[src/rtl/uart_rx_fifo.sv]
// uart_rx_fifo - oversampled UART receiver with runtime frame format, per-entry
// error tags, show-ahead RX FIFO and RTS flow control.
//
// Optional feature macro: UART_RX_BREAK_DET_EN
//   defined   : break frames push 0x00 tagged {break,frame}; the receiver then
//               waits for one full bit time of idle-high before re-arming.
//   undefined : no break detection; rd_err[2] is always 0.
//
// Ports
//   clk, rst_n          clock, asynchronous active-low reset
//   rx                  asynchronous serial input (idle high)
//   baud_div            oversample tick every baud_div+1 clocks
//   cfg_data_bits       0..3 selects 5..8 data bits
//   cfg_stop_bits       0 = one stop bit, 1 = two stop bits
//   cfg_parity_en       parity bit present
//   cfg_parity_even     1 = even parity, 0 = odd parity
//   rd_en               pop head entry (ignored when empty)
//   rd_data, rd_err     head entry data (LSB aligned) and {break, frame, parity} tags
//   empty, full, level  FIFO status
//   overrun, ovr_clr    sticky frame-dropped flag and its clear
//   rts_n               0 = ready to receive
module uart_rx_fifo #(
  parameter int FIFO_DEPTH  = 16,
  parameter int OVS         = 16,
  parameter int DIV_W       = 16,
  parameter int RTS_THRESH  = 14,
  parameter int SYNC_STAGES = 2
) (
  input  logic                            clk,
  input  logic                            rst_n,
  input  logic                            rx,
  input  logic [DIV_W-1:0]                baud_div,
  input  logic [1:0]                      cfg_data_bits,
  input  logic                            cfg_stop_bits,
  input  logic                            cfg_parity_en,
  input  logic                            cfg_parity_even,
  input  logic                            rd_en,
  output logic [7:0]                      rd_data,
  output logic [2:0]                      rd_err,
  output logic                            empty,
  output logic                            full,
  output logic [$clog2(FIFO_DEPTH+1)-1:0] level,
  output logic                            overrun,
  input  logic                            ovr_clr,
  output logic                            rts_n
);

  localparam int AW  = $clog2(FIFO_DEPTH);
  localparam int LW  = $clog2(FIFO_DEPTH+1);
  localparam int OW  = $clog2(OVS);
  localparam int MID = OVS / 2;

  typedef enum logic [2:0] {
    IDLE, START, DATA, PARITY, STOP1, STOP2
`ifdef UART_RX_BREAK_DET_EN
    , BRK_WAIT
`endif
  } state_t;

  state_t                 state;
  logic [SYNC_STAGES-1:0] sync;
  logic                   rx_s, rx_d, fall;
  logic [DIV_W-1:0]       div_cnt;
  logic                   tick;
  logic [OW-1:0]          os_cnt;
  logic [1:0]             smp;
  logic                   maj, at_mid, at_end, at_smp;
  logic [2:0]             bit_cnt;
  logic [1:0]             dbits_l;
  logic                   stop2_l, par_en_l, par_even_l;
  logic [7:0]             data;
  logic                   pbit, perr, ferr, brk;
  logic                   push;
  logic [7:0]             push_data;
  logic [2:0]             push_err;

  // Input synchroniser and falling-edge detect on the synchronised value
  always_ff @(posedge clk or negedge rst_n) begin
    if (!rst_n) begin
      sync <= '1;
      rx_d <= 1'b1;
    end else begin
      sync <= {sync[SYNC_STAGES-2:0], rx};
      rx_d <= rx_s;
    end
  end

  assign rx_s = sync[SYNC_STAGES-1];
  assign fall = rx_d & ~rx_s;

  // Oversample tick generator; realigned to the start edge so bit phase is exact
  assign tick = (div_cnt >= baud_div);

  always_ff @(posedge clk or negedge rst_n) begin
    if (!rst_n)                             div_cnt <= '0;
    else if (tick || (state == IDLE && fall)) div_cnt <= '0;
    else                                    div_cnt <= div_cnt + 1'b1;
  end

  // Three samples around mid-bit; the decision is taken on the last of them
  assign at_smp = (os_cnt == OW'(MID-2)) || (os_cnt == OW'(MID-1));
  assign at_mid = (os_cnt == OW'(MID));
  assign at_end = (os_cnt == OW'(OVS-1));
  assign maj    = (smp[1] & smp[0]) | (smp[1] & rx_s) | (smp[0] & rx_s);
  assign brk    = (data == 8'h00) && !maj && (!par_en_l || !pbit);

  // Receive FSM
  always_ff @(posedge clk or negedge rst_n) begin
    if (!rst_n) begin
      state      <= IDLE;
      os_cnt     <= '0;
      smp        <= '0;
      bit_cnt    <= '0;
      dbits_l    <= '0;
      stop2_l    <= 1'b0;
      par_en_l   <= 1'b0;
      par_even_l <= 1'b0;
      data       <= '0;
      pbit       <= 1'b0;
      perr       <= 1'b0;
      ferr       <= 1'b0;
      push       <= 1'b0;
      push_data  <= '0;
      push_err   <= '0;
    end else begin
      push <= 1'b0;
      case (state)
        IDLE: begin
          if (fall) begin
            state  <= START;
            os_cnt <= '0;
            smp    <= '0;
          end
        end
`ifdef UART_RX_BREAK_DET_EN
        BRK_WAIT: begin
          // Re-arm only after rx has stayed high for one whole bit time
          if (tick) begin
            if (!rx_s)       os_cnt <= '0;
            else if (at_end) state  <= IDLE;
            else             os_cnt <= os_cnt + 1'b1;
          end
        end
`endif
        default: begin
          if (tick) begin
            os_cnt <= at_end ? '0 : os_cnt + 1'b1;
            if (at_smp) smp <= {smp[0], rx_s};
            case (state)
              START: begin
                if (at_mid) begin
                  if (maj) begin
                    state <= IDLE;
                  end else begin
                    dbits_l    <= cfg_data_bits;
                    stop2_l    <= cfg_stop_bits;
                    par_en_l   <= cfg_parity_en;
                    par_even_l <= cfg_parity_even;
                    data       <= '0;
                    bit_cnt    <= '0;
                    perr       <= 1'b0;
                    ferr       <= 1'b0;
                  end
                end else if (at_end) begin
                  state <= DATA;
                end
              end
              DATA: begin
                if (at_mid) data[bit_cnt] <= maj;
                if (at_end) begin
                  if (bit_cnt == 3'(dbits_l) + 3'd4) state <= par_en_l ? PARITY : STOP1;
                  else                               bit_cnt <= bit_cnt + 1'b1;
                end
              end
              PARITY: begin
                if (at_mid) begin
                  pbit <= maj;
                  perr <= (^data) ^ maj ^ ~par_even_l;
                end
                if (at_end) state <= STOP1;
              end
              STOP1: begin
                if (at_mid) begin
`ifdef UART_RX_BREAK_DET_EN
                  if (brk) begin
                    push      <= 1'b1;
                    push_data <= 8'h00;
                    push_err  <= 3'b110;
                    state     <= BRK_WAIT;
                    os_cnt    <= '0;
                  end else
`endif
                  if (stop2_l) begin
                    ferr <= !maj;
                  end else begin
                    push      <= 1'b1;
                    push_data <= data;
                    push_err  <= {1'b0, !maj, perr};
                    state     <= IDLE;
                  end
                end else if (at_end) begin
                  state <= STOP2;
                end
              end
              STOP2: begin
                if (at_mid) begin
                  push      <= 1'b1;
                  push_data <= data;
                  push_err  <= {1'b0, ferr | !maj, perr};
                  state     <= IDLE;
                end
              end
              default: state <= IDLE;
            endcase
          end
        end
      endcase
    end
  end

  // Show-ahead FIFO
  logic [10:0]   mem [FIFO_DEPTH];
  logic [AW-1:0] wptr, rptr;
  logic          pop, do_push;

  assign empty   = (level == '0);
  assign full    = (level == LW'(FIFO_DEPTH));
  assign pop     = rd_en & ~empty;
  // A pop in the same cycle frees the slot a full FIFO needs for the push
  assign do_push = push & (~full | pop);
  assign rd_data = empty ? 8'h00 : mem[rptr][7:0];
  assign rd_err  = empty ? 3'b000 : mem[rptr][10:8];

  always_ff @(posedge clk) begin
    if (do_push) mem[wptr] <= {push_err, push_data};
  end

  always_ff @(posedge clk or negedge rst_n) begin
    if (!rst_n) begin
      wptr    <= '0;
      rptr    <= '0;
      level   <= '0;
      overrun <= 1'b0;
      rts_n   <= 1'b1;
    end else begin
      if (do_push) wptr <= wptr + 1'b1;
      if (pop)     rptr <= rptr + 1'b1;
      case ({do_push, pop})
        2'b10:   level <= level + 1'b1;
        2'b01:   level <= level - 1'b1;
        default: level <= level;
      endcase
      if (push && full && !pop) overrun <= 1'b1;
      else if (ovr_clr)         overrun <= 1'b0;
      rts_n <= (level >= LW'(RTS_THRESH));
    end
  end

  // brk only feeds the optional break path
  logic unused_ok;
  assign unused_ok = brk;

endmodule

[config.mk]
export PLATFORM = sky130hd
export DESIGN_NAME = uart_rx_fifo
export DESIGN_NICKNAME = d
export VERILOG_FILES = /design/src/rtl/uart_rx_fifo.sv
export SDC_FILE = /design/constraint.sdc
export NUM_CORES = 1
export LEC_CHECK = 0
export BUFFER_PORTS_ARGS = -buffer_cell sky130_fd_sc_hd__buf_2
export CAP_MARGIN = 20
export CELL_PAD_IN_SITES_DETAIL_PLACEMENT = 2
export CELL_PAD_IN_SITES_GLOBAL_PLACEMENT = 2
export CORE_UTILIZATION = 46
export DETAILED_ROUTE_END_ITERATION = 7
export PLACE_DENSITY_LB_ADDON = 0.25
export SYNTH_ARGS = -nofsm -noshare
export SYNTH_HDL_FRONTEND = slang
export SYNTH_SLANG_ARGS = --single-unit
export TNS_END_PERCENT = 50
[constraint.sdc]
create_clock -name clk -period 2.9 [get_ports clk]
set_input_delay 0.58 -clock clk [delete_from_list [all_inputs] [get_ports clk]]
set_output_delay 0.58 -clock clk [all_outputs]
set_load 0.005 [all_outputs]
==> impl_metrics.py <==
metrics = {
    "synthesis": {
        "ys_warn_count": 0,
        "syn_area_sq_um": 10300,
        "muxShareOfSynthArea_pct": 13.8,
        "synth.most_common_cell": "edfxtp_1",
        "synth_xor_area_share_pct": 2.81,
        "syn-num-nets": 718,
        "ys_top_cells_by_count": "edfxtp_1, dfrtp_1, mux4_2",
        "async_flop_share_pct": 31.0,
        "ys_types": 59,
        "netlist.area_leader.share_pct": 46.7,
        "synth_top_family_by_area": "multiplexers",
        "synth-simple-area-share_pct": 7.98,
        "synth_compound_area_share_pct": 5.06,
        "ys_seq_area_share_pct": 64.2,
        "synthCells": 662,
        "synth_edf_count": 160,
        "ys.flop_type": "edfxtp_1",
        "synth-seq-cells": 232,
        "syn_area_per_cell_sq_um": 15.5,
        "ys_top_cells_by_area": "edfxtp_1, dfrtp_1, mux4_2",
        "yosys.area.top_type": "edfxtp_1",
        "synth_fa_ha_area_share_pct": 3.82,
    },
    "floorplanning": {
        "top_level_ports": 46,
        "row_count": 54,
        "die_width_microns": 152,
        "dieArea_sq_um": 23000,
        "fp.coreArea_sq_um": 21900,
        "die_h_microns": 152,
        "start_util_pct": 47.0,
    },
    "worst_setup_path": {
        "crit_top_cell": "mux4_2",
        "path_class": "reg -> out",
        "cp-end-kind": "primary output",
        "crit_end": "rd_data[5]",
        "rr_endpoint": "level[4]",
        "arrival_ps": 2550,
        "reg2reg_slack_ps": -60,
        "worstReg2RegStart": "level[2]",
        "start_kind": "flop",
        "cp_max_fo": 8,
        "max_stage_delay_ps": 500,
        "slowest_stage": "mux4_2",
        "critical_path.startpoint": "rptr[0]",
        "crit_cells": 6,
        "path_delay_family": "multiplexers",
        "reg2reg_depth": 9,
        "crit_path_cell_trace": "buf_6 > clkbuf_16 > mux4_2 > mux4_2 > nor2b_1 > buf_2",
        "path_buf_inv": 3,
        "required_ps": 2320,
    },
    "clock_network": {
        "numCtsBuffers": 25,
        "cts_sinks": 232,
        "root_buffer": "clkbuf_16",
        "cts_max_level": 1,
        "clk_pin_slew_ps": 60,
        "clk_path_buf_depth": 3,
        "cts_tree": "done",
        "clock_latency_ps": 530,
        "postCtsHoldBufs": 0,
    },
    "layout": {
        "register_area_sq_um": 6610,
        "fin_area_sq_um": 11800,
        "fin_nets": 783,
        "final_core_utilization_pct": 54.1,
        "stdcell_count": 1026,
        "antenna_cells": 0,
        "drive_gt1_share_pct": 25.1,
        "nFillCells": 1988,
        "multi_input_area_sq_um": 3480,
        "syn2layout_area_growth_pct": 15.0,
    },
    "power": {
        "power.density_nw_per_um2": 752,
        "p_switching_mw": 2.37,
        "p_comb_share_pct": 20.5,
        "totalPowerFinal_mw": 8.90,
        "p_clk_share_pct": 36.3,
        "leakagePower_nw": 4.83,
        "switching_share_pct": 26.7,
        "pwr-share-seq_pct": 43.2,
        "peakVddDrop_mv": 0.446,
        "internal_power_mw": 6.53,
    },
    "sta": {
        "hold_viol": 0,
        "whs_ps": 123,
        "setup_viol": 11,
        "tns_ps": -2250,
        "rsz0062_at_grt": "true",
        "fin_skew_ps": 13.4,
        "slew_viol_final": 0,
        "fin_ws_ps": -229,
        "max_slew_margin_pct": 35.3,
        "max_freq_mhz": 320,
        "finalCriticalPeriod_ps": 3130,
        "period_share_pct": 108,
        "tightestPinTransition_ps": 963,
    },
    "global_route": {
        "antenna_found_initial": 0,
        "grt_max_degree": 54,
        "track_usage_pct": 24.8,
        "grt_overflow": 0,
        "grt_pass1_vias": 6660,
        "grt_pass1_wl_microns": 41100,
    },
    "status": {
        "status": "finished, violations left",
        "violations": "negative setup slack",
    },
    "drt": {
        "finalWirelength_microns": 27300,
        "drt-pass1-iter-count": 5,
        "drcViolationCount": 0,
        "drtIter0Drc": 271,
        "vias": 5951,
        "wl_per_cell_microns": 26.6,
        "ant_nets": 0,
        "vias_per_cell": 5.80,
    },
    "placed_design": {
        "place_hpwl_microns": 18600,
        "placement.io_buffers": 44,
        "pre_cts_slack_ps": -314,
        "placed_area_sq_um": 10900,
        "dp.cells": 976,
        "gp_congestion": 0.830,
    },
    "run": {
        "cap_viol_max_count": 0,
    },
    "min_path": {
        "worstHoldPathType": "in -> async",
    },
}
-- worst min path at each step --
stage / endpoint / cells after the start / slack (ps) / start
2_1_floorplan: bit_cnt[0] / 0 / 280 / rst_n
3_3_place_gp: sync[1] / 0 / 350 / sync[0]
3_5_place_dp: sync[1] / 0 / 350 / sync[0]
4_1_cts: sync[0] / 1 / 140 / rx
5_1_grt: sync[0] / 1 / 140 / rx
6_report: bit_cnt[2] / 1 / 120 / rst_n
-- layout by cell type (no fill, tap or decap), drive strengths merged, types with 5 or more instances in the layout --
cell,instances
nor3,9
nand2,25
o31ai,5
edfxtp,160
nor2b,14
ha,29
nand4,8
mux4,50
xnor2,19
a31oi,6
mux2,20
clkbuf,36
xor2,14
and3,6
nor2,39
inv,32
o21ai,29
a21oi,9
dfrtp,68
buf,64
and2,17
nand2b,6
nand3,12
clkinv,7
-- sequential cells by signal (all words and copies together) (netlist names), 2 cells and up --
register and flops:
rptr 4, bit_cnt 3, level 5, mem 160
data 8, smp 2, wptr 4, div_cnt 16
dbits_l 2, state 3, push_err 2, sync 2
push_data 8, os_cnt 4
-- power groups by stage --
| stage | sequential (mW) | combinational (mW) | clock, mW |
|---|---|---|---|
| after floorplan | 3.82 | 1.15 | 0 |
| after global placement | 3.85 | 1.55 | 0 |
| after detailed placement | 3.88 | 1.69 | 0 |
| after CTS | 3.84 | 1.84 | 3.28 |
| after global routing | 3.86 | 1.98 | 3.39 |
| final | 3.85 | 1.83 | 3.23 |
-- layer usage --
layer | vias up | routed length [microns] | global-route usage [%]
met5 | - | 0 | 0
met4 | 0 | 592 | 6.24
met2 | 121 | 14800 | 45.9
met3 | 39 | 647 | 2.78
met1 | 3131 | 11300 | 30.9
li1 | 2660 | - | -
-- area by class of cell --
cell class	count	share of cell area, %
flip-flops and latches	232	55.9
clock buffers	35	5.86
well taps	280	2.96
repair buffers	65	3.85
clock inverters	11	1.11
multi-input cells	372	29.4
inverters	31	0.983
-- cell families (layout without fill, tap and decap cells) --
group                    Yosys count  in the layout
flip-flops                       232            232
other                              1              1
XOR/XNOR                          33             33
AO/OA/AOI/OAI                     78             78
adder cells (fa/ha/maj)           31             31
multiplexers                      73             73
AND/OR/NAND/NOR                  156            156
buffers and inverters             58            142
-- timing repair --
item | in CTS | in global routing
setup buffers | 2 | 1
endpoints found under the setup margin | 12 | 12
hold endpoints to repair | 0 | 0
cloned | 2 | 1
pin swaps | 2 | 0
resized for setup | 6 | 7
Note: power is estimated with default switching activity, not from simulation.
